==> src/rtl/orbit_pkg.sv <==
// Shared types, constants and trig helpers for the orbit stepper.
// Q1.8 sin/cos come from a 16-entry quarter-wave table.
package orbit_pkg;

  localparam int STEPS = 60;
  localparam int HALF_TURN = 30;
  localparam logic [7:0] KEY_CW = 8'd7;
  localparam logic [7:0] KEY_CCW = 8'd4;

  typedef enum logic [2:0] {
    IDLE,
    DECIDE,
    LOOK_RED,
    LOOK_BLUE,
    PUBLISH
  } state_t;

  typedef logic signed [9:0] trig_t;
  typedef logic [5:0] idx_t;

  function automatic trig_t quarter(input logic [3:0] k);
    trig_t v;
    case (k)
      4'd0: v = 10'sd0;
      4'd1: v = 10'sd27;
      4'd2: v = 10'sd53;
      4'd3: v = 10'sd79;
      4'd4: v = 10'sd104;
      4'd5: v = 10'sd128;
      4'd6: v = 10'sd150;
      4'd7: v = 10'sd171;
      4'd8: v = 10'sd190;
      4'd9: v = 10'sd207;
      4'd10: v = 10'sd222;
      4'd11: v = 10'sd234;
      4'd12: v = 10'sd243;
      4'd13: v = 10'sd250;
      4'd14: v = 10'sd255;
      4'd15: v = 10'sd256;
      default: v = 10'sd0;
    endcase
    return v;
  endfunction

  function automatic trig_t sin_q(input idx_t i);
    if (i <= 6'd15) return quarter(i[3:0]);
    else if (i <= 6'd30) return quarter(4'(6'd30 - i));
    else if (i <= 6'd45) return -quarter(4'(i - 6'd30));
    else return -quarter(4'(6'd60 - i));
  endfunction

  // cos(i) = sin(i + quarter turn)
  function automatic trig_t cos_q(input idx_t i);
    return sin_q((i >= 6'd45) ? i - 6'd45 : i + 6'd15);
  endfunction

  function automatic idx_t half(input idx_t i);
    return (i >= 6'(HALF_TURN)) ? i - 6'(HALF_TURN) : i + 6'(HALF_TURN);
  endfunction

  function automatic idx_t idx_inc(input idx_t i);
    return (i == 6'(STEPS - 1)) ? '0 : i + 6'd1;
  endfunction

  function automatic idx_t idx_dec(input idx_t i);
    return (i == '0) ? 6'(STEPS - 1) : i - 6'd1;
  endfunction

endpackage

==> src/rtl/orbit_trig_rom.sv <==
// 60-entry Q1.8 cos/sin table, registered output, 1-cycle latency.
// Built from the quarter-wave helpers in orbit_pkg.
module orbit_trig_rom
  import orbit_pkg::*;
(
  input  logic              clk,
  input  logic              en,
  input  logic [5:0]        addr,
  output logic signed [9:0] cos_v,
  output logic signed [9:0] sin_v
);

  always_ff @(posedge clk)
    if (en) begin
      cos_v <= cos_q(addr);
      sin_v <= sin_q(addr);
    end

endmodule

==> src/rtl/orbit_stepper.sv <==
// Two balls on a circular orbit, stepped by held rotate keys once per frame.
// Define ORBIT_OVERRUN_CNT_EN to count frame events dropped while busy.
module orbit_stepper
  import orbit_pkg::*;
#(
  parameter int RADIUS      = 80,
  parameter int CENTER_X    = 320,
  parameter int CENTER_Y    = 240,
  parameter int HOLD_FRAMES = 2
) (
  input  logic       Clk,
  input  logic       Reset,
  input  logic       frame_clk,
  input  logic [7:0] keycode,
  output logic [5:0] index_red,
  output logic [5:0] index_blue,
  output logic [9:0] RedX,
  output logic [9:0] RedY,
  output logic [9:0] BlueX,
  output logic [9:0] BlueY,
  output logic       pos_valid,
  output logic [7:0] overrun_count
);

  localparam logic [9:0] CX = 10'(CENTER_X);
  localparam logic [9:0] CY = 10'(CENTER_Y);
  localparam logic [9:0] RX0 = 10'(CENTER_X + RADIUS);
  localparam logic [9:0] BX0 = 10'(CENTER_X - RADIUS);
  localparam logic signed [17:0] RAD = 18'(RADIUS);
  localparam logic [7:0] HOLD = 8'(HOLD_FRAMES);

  function automatic logic [9:0] offs(input trig_t t);
    logic signed [17:0] s;
    s = RAD * $signed({{8{t[9]}}, t}) + 18'sd128;
    return 10'(s >>> 8);
  endfunction

  state_t     state, nstate;
  logic [2:0] fsync;
  logic       fevent;
  idx_t       idx, pub_idx, rom_addr;
  logic [7:0] last_key, hold_cnt, cnt_inc;
  logic       rot, fresh, hold_hit, step, rom_en;
  trig_t      rom_cos, rom_sin;
  logic [9:0] red_dx, red_dy;
  logic [9:0] pub_rx, pub_ry, pub_bx, pub_by;
  logic [9:0] new_rx, new_ry, new_bx, new_by;

  // two sync flops, third flop only remembers the previous level
  always_ff @(posedge Clk)
    if (Reset) fsync <= '0;
    else fsync <= {fsync[1:0], frame_clk};

  assign fevent = fsync[1] & ~fsync[2];

  always_ff @(posedge Clk)
    if (Reset) state <= IDLE;
    else state <= nstate;

  always_comb begin
    nstate = state;
    unique case (state)
      IDLE:      if (fevent) nstate = DECIDE;
      DECIDE:    nstate = LOOK_RED;
      LOOK_RED:  nstate = LOOK_BLUE;
      LOOK_BLUE: nstate = PUBLISH;
      PUBLISH:   nstate = IDLE;
      default:   nstate = IDLE;
    endcase
  end

  assign rot = (keycode == KEY_CW) || (keycode == KEY_CCW);
  assign fresh = keycode != last_key;
  assign cnt_inc = hold_cnt + 8'd1;
  assign hold_hit = cnt_inc >= HOLD;
  assign step = rot && (fresh || hold_hit);

  always_ff @(posedge Clk)
    if (Reset) begin
      idx <= '0;
      last_key <= '0;
      hold_cnt <= '0;
    end else if (state == DECIDE) begin
      last_key <= keycode;
      hold_cnt <= (rot && !step) ? cnt_inc : '0;
      if (step)
        idx <= (keycode == KEY_CCW) ? idx_inc(idx) : idx_dec(idx);
    end

  assign rom_en = (state == LOOK_RED) || (state == LOOK_BLUE);
  assign rom_addr = (state == LOOK_BLUE) ? half(idx) : idx;

  orbit_trig_rom u_rom (
    .clk   (Clk),
    .en    (rom_en),
    .addr  (rom_addr),
    .cos_v (rom_cos),
    .sin_v (rom_sin)
  );

  always_ff @(posedge Clk)
    if (state == LOOK_BLUE) begin
      red_dx <= offs(rom_cos);
      red_dy <= offs(rom_sin);
    end

  assign new_rx = CX + red_dx;
  assign new_ry = CY - red_dy;
  assign new_bx = CX + offs(rom_cos);
  assign new_by = CY - offs(rom_sin);

  assign pos_valid = (state == PUBLISH) && !Reset;

  always_ff @(posedge Clk)
    if (Reset) begin
      pub_idx <= '0;
      pub_rx <= RX0;
      pub_ry <= CY;
      pub_bx <= BX0;
      pub_by <= CY;
    end else if (pos_valid) begin
      pub_idx <= idx;
      pub_rx <= new_rx;
      pub_ry <= new_ry;
      pub_bx <= new_bx;
      pub_by <= new_by;
    end

  // new frame shows through in PUBLISH, then the held copy takes over
  assign index_red = pos_valid ? idx : pub_idx;
  assign index_blue = half(index_red);
  assign RedX = pos_valid ? new_rx : pub_rx;
  assign RedY = pos_valid ? new_ry : pub_ry;
  assign BlueX = pos_valid ? new_bx : pub_bx;
  assign BlueY = pos_valid ? new_by : pub_by;

`ifdef ORBIT_OVERRUN_CNT_EN
  logic [7:0] ovr;

  always_ff @(posedge Clk)
    if (Reset) ovr <= '0;
    else if (fevent && state != IDLE && ovr != 8'hFF) ovr <= ovr + 8'd1;

  assign overrun_count = ovr;
`else
  assign overrun_count = '0;
`endif

endmodule

==> config.mk <==
export PLATFORM = sky130hd
export DESIGN_NAME = orbit_stepper
export DESIGN_NICKNAME = d
export VERILOG_FILES = /design/src/rtl/orbit_pkg.sv /design/src/rtl/orbit_trig_rom.sv /design/src/rtl/orbit_stepper.sv
export SDC_FILE = /design/constraint.sdc
export NUM_CORES = 1
export LEC_CHECK = 0
export ABC_AREA = 1
export BUFFER_PORTS_ARGS = -buffer_cell sky130_fd_sc_hd__buf_2
export CAP_MARGIN = 10
export CORE_ASPECT_RATIO = 0.7
export CORE_MARGIN = 2
export CORE_UTILIZATION = 55
export CTS_CLUSTER_SIZE = 40
export DETAILED_ROUTE_END_ITERATION = 7
export GPL_TIMING_DRIVEN = 0
export PLACE_DENSITY = 0.74
export SLEW_MARGIN = 20
export SYNTH_ARGS = -nofsm -noshare
export SYNTH_HDL_FRONTEND = slang
export SYNTH_HIERARCHICAL = 1
export SYNTH_SLANG_ARGS = --single-unit
export TNS_END_PERCENT = 10
==> constraint.sdc <==
create_clock -name Clk -period 7.2 [get_ports Clk]
set_input_delay 1.44 -clock Clk [delete_from_list [all_inputs] [get_ports Clk]]
set_output_delay 1.44 -clock Clk [all_outputs]
set_load 0.02 [all_outputs]
Yosys cells after proc, flatten, opt, wreduce, memory -nomap -nowiden
Memory sizes are Yosys's and may differ from the RTL's.
Index checks and enable logic that the tools add are counted.
{"block": "totals", "register_bits": 114, "romBits": 1152, "input_bits": 11, "out_inout_bits": 61, "wordCells": 118, "n_memories": 8}
{"block": "op_classes", "n_addsub": 25, "n_mul": 2, "n_lt_le_gt_ge": 10, "n_eq_ne": 9, "n_mux": 37, "n_bitwise": 2, "n_reduce_logical": 11}
{"memory": "(name not given)", "words": 16, "width": 9, "read_ports": 1, "rd_clocked_by_memory_dff": 0, "write_ports": 0, "line_no": "orbit_pkg.sv:23", "text": "case (k)"}
{"memory": "(name not given)", "words": 16, "width": 9, "read_ports": 1, "rd_clocked_by_memory_dff": 0, "write_ports": 0, "line_no": "orbit_pkg.sv:23"}
{"memory": "(name not given)", "words": 16, "width": 9, "read_ports": 1, "rd_clocked_by_memory_dff": 0, "write_ports": 0, "line_no": "orbit_pkg.sv:23"}
{"memory": "(name not given)", "words": 16, "width": 9, "read_ports": 1, "rd_clocked_by_memory_dff": 0, "write_ports": 0, "line_no": "orbit_pkg.sv:23"}
{"memory": "(name not given)", "words": 16, "width": 9, "read_ports": 1, "rd_clocked_by_memory_dff": 0, "write_ports": 0, "line_no": "orbit_pkg.sv:23"}
{"memory": "(name not given)", "words": 16, "width": 9, "read_ports": 1, "rd_clocked_by_memory_dff": 0, "write_ports": 0, "line_no": "orbit_pkg.sv:23"}
{"memory": "2 more memories"}
{"operator": "10-bit 2-to-1 mux", "count": 26}
{"operator": "6-bit 2-to-1 mux", "count": 8}
{"operator": "10-bit negation", "count": 4}
{"operator": "18-bit by 9-bit adder with 18-bit output, second input constant", "count": 2}
{"operator": "4-bit by 10-bit multiplier with 14-bit output, first input constant", "count": 2}
{"operator": "9-bit by 10-bit adder with 10-bit output, first input constant", "count": 2}
{"operator": "8-bit by 10-bit subtractor with 10-bit output, first input constant", "count": 2}
{"operator": "8-bit by 3-bit equality test with 1-bit output, second input constant", "count": 2}
{"operator": "4-bit subtractor, first input constant", "count": 4}
{"operator": "6-bit by 5-bit adder with 6-bit output, second input constant", "count": 2}
{"operator": "6-bit by 5-bit greater-or-equal comparator with 1-bit output, second input constant", "count": 2}
{"operator": "6-bit by 4-bit less-or-equal comparator with 1-bit output, second input constant", "count": 2}
{"operator": "6-bit by 5-bit less-or-equal comparator with 1-bit output, second input constant", "count": 2}
{"operator": "6-bit less-or-equal comparator, second input constant", "count": 2}
{"operator": "3-bit one-hot mux with 4 select lines", "count": 1}
{"operator": "6-bit by 5-bit subtractor with 6-bit output, second input constant", "count": 2}
{"operator": "8-bit by 1-bit adder with 8-bit output, second input constant", "count": 1}
{"operator": "8-bit by 2-bit greater-or-equal comparator with 1-bit output, second input constant", "count": 1}
{"operator": "8-bit 2-to-1 mux", "count": 1}
{"operator": "8-bit inequality test", "count": 1}
{"operator": "4-bit subtractor, second input constant", "count": 2}
{"operator": "6-bit by 1-bit adder with 6-bit output, second input constant", "count": 1}
{"operator": "6-bit by 4-bit adder with 6-bit output, second input constant", "count": 1}
{"operator": "3-bit by 2-bit equality test with 1-bit output, second input constant", "count": 2}
{"operator": "other kinds (16)", "count": 21}

Depth between registers and ports, before layout
An unclocked memory read counts as a cell.
{"block": "depth", "word_depth": 15, "depth_mapped": 32, "ltp_nobuf": 30}

By module
The synthesis kept the hierarchy.
{"module": "orbit_stepper", "instances": 1, "cells_each": 907, "area_per_inst_um2": 6391.1, "seq_area_each_um2": 2082.0}
{"module": "orbit_trig_rom", "instances": 1, "cells_each": 668, "area_per_inst_um2": 3981.3, "seq_area_each_um2": 600.6}

Worst setup path after synthesis
No wires, ideal clock.
{"block": "synth_timing", "kind": "reg-to-reg", "from": "register state[0]", "to": "register u_rom.cos_v[6] (data pin)", "setup_time_ps": 257, "arrival_time_ps": 6041, "required_time_ps": 6943, "slack_ps": 902, "stages_incl_launch_ff": 29, "n_path_buf": 4, "period_less_slack_ps": 6298, "path_cell_list": "dfxtp_1 > inv_1 > nor3_1 > xor2_1 > clkbuf_1 > inv_1 > ha_1 > inv_2 > buf_2 > ha_1 > inv_1 > nand3_1 > nand2_4 > clkbuf_1 > ha_1 > clkbuf_1 > o21ai_0 > nand3_1 > nand2_1 > inv_1 > ha_1 > nand2_2 > inv_2 > nand2_1 > nand3_1 > nand3_1 > nand3_1 > nand2_1 > nand2_1"}
{"block": "synth_via", "elab_chain_cells": 14, "elab_cells_between_ends": 29, "cone_classes": "add/sub: 7; order compare: 4; eq/ne: 1; mux: 13; memory: 4"}
{"element": "from (decl)", "line_no": "orbit_stepper.sv:38", "text": "state_t state, nstate;"}
{"element": "from (signal assigned)", "line_no": "orbit_stepper.sv:58", "text": "else state <= nstate;"}
{"element": "3-bit by 2-bit equality test with 1-bit output *", "line_no": "orbit_stepper.sv:91", "text": "assign rom_addr = (state == LOOK_BLUE) ? half(idx) : idx;"}
{"element": "6-bit 2-to-1 mux *", "line_no": "orbit_stepper.sv:91"}
{"element": "net rom_addr[1]", "line_no": "orbit_stepper.sv:41", "text": "idx_t idx, pub_idx, rom_addr;"}
{"element": "6-bit by 4-bit adder with 6-bit output (tied with other cells)", "line_no": "orbit_pkg.sv:54", "text": "return sin_q((i >= 6'd45) ? i - 6'd45 : i + 6'd15);"}
{"element": "6-bit 2-to-1 mux *", "line_no": "orbit_pkg.sv:54"}
{"element": "4-bit subtractor (on tied branches)", "line_no": "orbit_pkg.sv:49, orbit_pkg.sv:48"}
{"element": "memory read 16 x 9 bit"}
{"element": "10-bit 2-to-1 mux", "line_no": "orbit_pkg.sv:48", "text": "else if (i <= 6'd45) return -quarter(4'(i - 6'd30));"}
{"element": "10-bit 2-to-1 mux", "line_no": "orbit_pkg.sv:47", "text": "else if (i <= 6'd30) return quarter(4'(6'd30 - i));"}
{"element": "10-bit 2-to-1 mux", "line_no": "orbit_pkg.sv:46", "text": "if (i <= 6'd15) return quarter(i[3:0]);"}
{"element": "10-bit 2-to-1 mux", "line_no": "orbit_trig_rom.sv:14", "text": "if (en) begin"}
{"element": "10-bit negation (on tied branches)", "line_no": "orbit_pkg.sv:49, orbit_pkg.sv:48"}
{"element": "10-bit 2-to-1 mux", "line_no": "orbit_pkg.sv:48"}
{"element": "10-bit 2-to-1 mux", "line_no": "orbit_pkg.sv:47"}
{"element": "10-bit 2-to-1 mux *", "line_no": "orbit_pkg.sv:46"}
{"element": "to (signal assigned)", "line_no": "orbit_trig_rom.sv:15", "text": "cos_v <= cos_q(addr);"}
{"element": "to (decl)", "line_no": "orbit_trig_rom.sv:9", "text": "output logic signed [9:0] cos_v,"}
The timed path passes the listed nets; every way through them passes the cells marked *. The select of a mux whose other input is x is not followed.
A chain may end at the register's enable or synchronous reset.

Worst setup path after layout
{"block": "layout_timing", "from": "register state[0]", "to": "register u_rom.cos_v[4] (data pin)"}
The elaborated chain is that of the path after synthesis.

==> impl_metrics.py <==
metrics = {
    "finish": {
        "instances_no_fill": 1914,
        "diodes": 0,
        "layout_common_cells": "nand2_1 (357), inv_1 (183), nor2_1 (150)",
        "fillers": 1654,
        "final_common_cell": "nand2_1",
        "fin_nets": 1749,
        "drive_gt1_share_pct": 15.6,
        "areaGrowthSynthToFinish_pct": 12.9,
    },
    "critical_path": {
        "end_kind": "flip-flop",
        "critPathArrivalTime_ns": 6.90,
        "start_kind": "flip-flop",
        "cp_slowest_cell": "nor3_2",
        "cp_max_fo": 13,
        "cpMostUsedCell": "ha_1",
        "critical_path_required_ns": 7.34,
        "cpPeakStageDelay_ns": 0.64,
        "critPathKind": "reg2reg",
        "r2r_setup_slack_ns": 0.44,
    },
    "drt": {
        "drc": 0,
        "drt-total-wl_um": 29900,
        "drt-vias-per-instance": 5.58,
        "dr.first_iter.drc_count": 994,
        "firstDrtPassIters": 6,
        "wire_per_inst_um": 15.6,
        "ant_nets": 0,
        "num_vias": 10700,
    },
    "floorplan": {
        "fp.coreArea_um2": 18300,
        "initial_core_util_pct": 56.8,
        "die-area_um2": 20000,
        "die_height_um": 119,
        "boundaryPins": 72,
        "die_w_um": 168,
        "rows": 41,
    },
    "timing": {
        "period_share_pct": 93.9,
        "final.setup.tns_ns": 0,
        "relSlewSlack_pct": 33.0,
        "worstMarginPinSlew_ns": 0.995,
        "finalHoldViolCount": 0,
        "rsz0062_at_grt": "no",
        "setup_viol": 0,
        "period_minus_slack_ns": 6.76,
        "skew_ns": 0.00725,
        "slew_viol_final": 0,
        "clock.fmax_mhz": 148,
    },
    "clock_tree": {
        "cts_resized": 0,
        "clkLatencyLatePin_ns": 0.43,
        "clkTransAtPathRegs_ns": 0.06,
        "cts_made_buffers": 17,
        "clock_path_buffers": 2,
        "cts.sinks": 114,
        "post_cts_buffers": 0,
        "clockRootBuffer": "clkbuf_16",
        "htree_levels": 4,
        "cts_tree": "built",
        "hold_buffers": 0,
    },
    "global_routing": {
        "grt_pass1_wl_um": 48500,
        "grt.total_usage_pct": 30.2,
        "grt_pass1_vias": 9584,
        "overflow": 0,
        "antenna_found_initial": 0,
        "grt_max_degree": 21,
    },
    "synth": {
        "yosysTopAreaCellShare_pct": 14.3,
        "synth_top_area_cell": "dfxtp_1",
        "ys_ff_latch": 114,
        "yosysSeqAreaShare_pct": 25.9,
        "ys_warn_count": 6,
        "ys_async_sr_fraction_pct": 0,
        "syn_inst": 1575,
        "avgSynthCellArea_um2": 6.59,
        "synth_edf_count": 40,
        "synthTopCellsByArea": "dfxtp_1 (14%), nand2_1 (13%), edfxtp_1 (12%), ha_1 (8.6%), nand3_1 (6.8%)",
        "syn_area_um2": 10400,
        "synth_ff_type": "dfxtp_1",
        "synthDistinctLibCells": 64,
    },
    "place": {
        "dp_cells": 1882,
        "io_buffers": 62,
        "globalplace.congestion": 0.976,
        "hpwl_um": 22800,
    },
    "job": {
        "maxCapViolCount": 0,
    },
    "outcome": {
        "outcome": "finished, final reports clean",
    },
    "power": {
        "irDropWorstVdd_uv": 158,
        "p_leak_nw": 5.89,
        "powerDensity_nw_per_um2": 167,
    },
    "min_path": {
        "worst_hold_path_type": "reg2reg",
    },
}
[critical path: cells and delay by family, from the launching register on]
kind                       cells  cell delay (ns)
AOI/OAI and AO/OA              4             0.37
DFF                            1             0.36
xor gates and xnor gates       1             0.62
adders and majority gates      4             1.23
and+or+nand+nor               10             1.83
buffers and inverters          8             2.04
[sequential cells by signal, indices dropped and copies added (netlist names)]
signal       count
hold_cnt         8
pub_bx          10
red_dy          10
fsync            3
pub_idx          6
u_rom/sin_v     10
state            3
idx              6
u_rom/cos_v     10
red_dx          10
last_key         8
pub_by          10
pub_ry          10
pub_rx          10
[cells in the mapped netlist, types with 8 or more instances]
library cell	instances
xor2_1	32
nor2_2	10
nor3_1	14
nand3_1	140
or2_2	31
nand3_2	8
dfxtp_1	74
o21ai_1	17
a31oi_1	12
inv_2	24
edfxtp_1	40
o21ai_0	120
inv_1	183
buf_2	8
nand2_2	36
nand4_1	18
o211ai_1	16
ha_1	71
buf_4	11
nor2_1	150
a21oi_1	69
nand2_1	357
clkbuf_1	33
[cells by family (layout without fill, tap and decap cells)]
kind of cell	count (synthesis)	after routing	synth area share, %
and+or+nand+nor	802	802	36.1
other	1	8	0.0362
adders and majority gates	73	73	8.95
buffers and inverters	271	367	10.6
AOI/OAI and AO/OA	276	276	15.2
xor gates and xnor gates	38	38	3.21
DFF	114	114	25.9
[metrics by stage]
stage,util [%],hold WS [ns],instance area [um2],total power [W],setup WS (ns)
2_1_floorplan,-,0.388,10400,0.000921,0.902
3_3_place_gp,60.3,0.400,11000,0.000983,-1.52
3_5_place_dp,60.4,0.410,11000,0.000987,0.683
4_1_cts,64.1,0.426,11700,0.00195,0.647
5_1_grt,64.1,0.446,11700,0.00202,0.0156
6_report,64.1,0.424,11700,0.00195,0.441
[layout make-up]
cell class	instances	area, um2	share of cell area [%]
well taps	236	295	2.52
multi-input cells	1197	6620	56.5
inverters	215	813	6.94
flip-flops and latches	114	2680	22.9
plain buffers	56	284	2.42
repair buffers	64	325	2.78
clock inverters	5	104	0.886
clock buffers	27	587	5.01
[final timing paths]
path         startpoint              to  cells after the start
min            fsync[0]        fsync[1]                      2
max reg2reg    state[0]  u_rom/cos_v[4]                     27
min reg2reg    fsync[0]        fsync[1]                      2
max            state[0]  u_rom/cos_v[4]                     27
[routing by layer]
metal | up-vias | GRT usage, % | share of wire [%]
li1 | 5345 | - | -
met1 | 4837 | 44.7 | 48
met2 | 461 | 43.8 | 41
met3 | 40 | 8.08 | 9.7
met4 | 0 | 6.47 | 1.2
met5 | - | 0 | 0
[report_power, final]
| group | leakage (nW) | internal, W | switching (W) |
|---|---|---|---|
| clock | 0.341 | 0.000662 | 0.000308 |
| combinational | 4.58 | 0.0000927 | 0.000203 |
| sequential | 0.964 | 0.000682 | 0.00000646 |
Power figures use the tool's default switching activity.
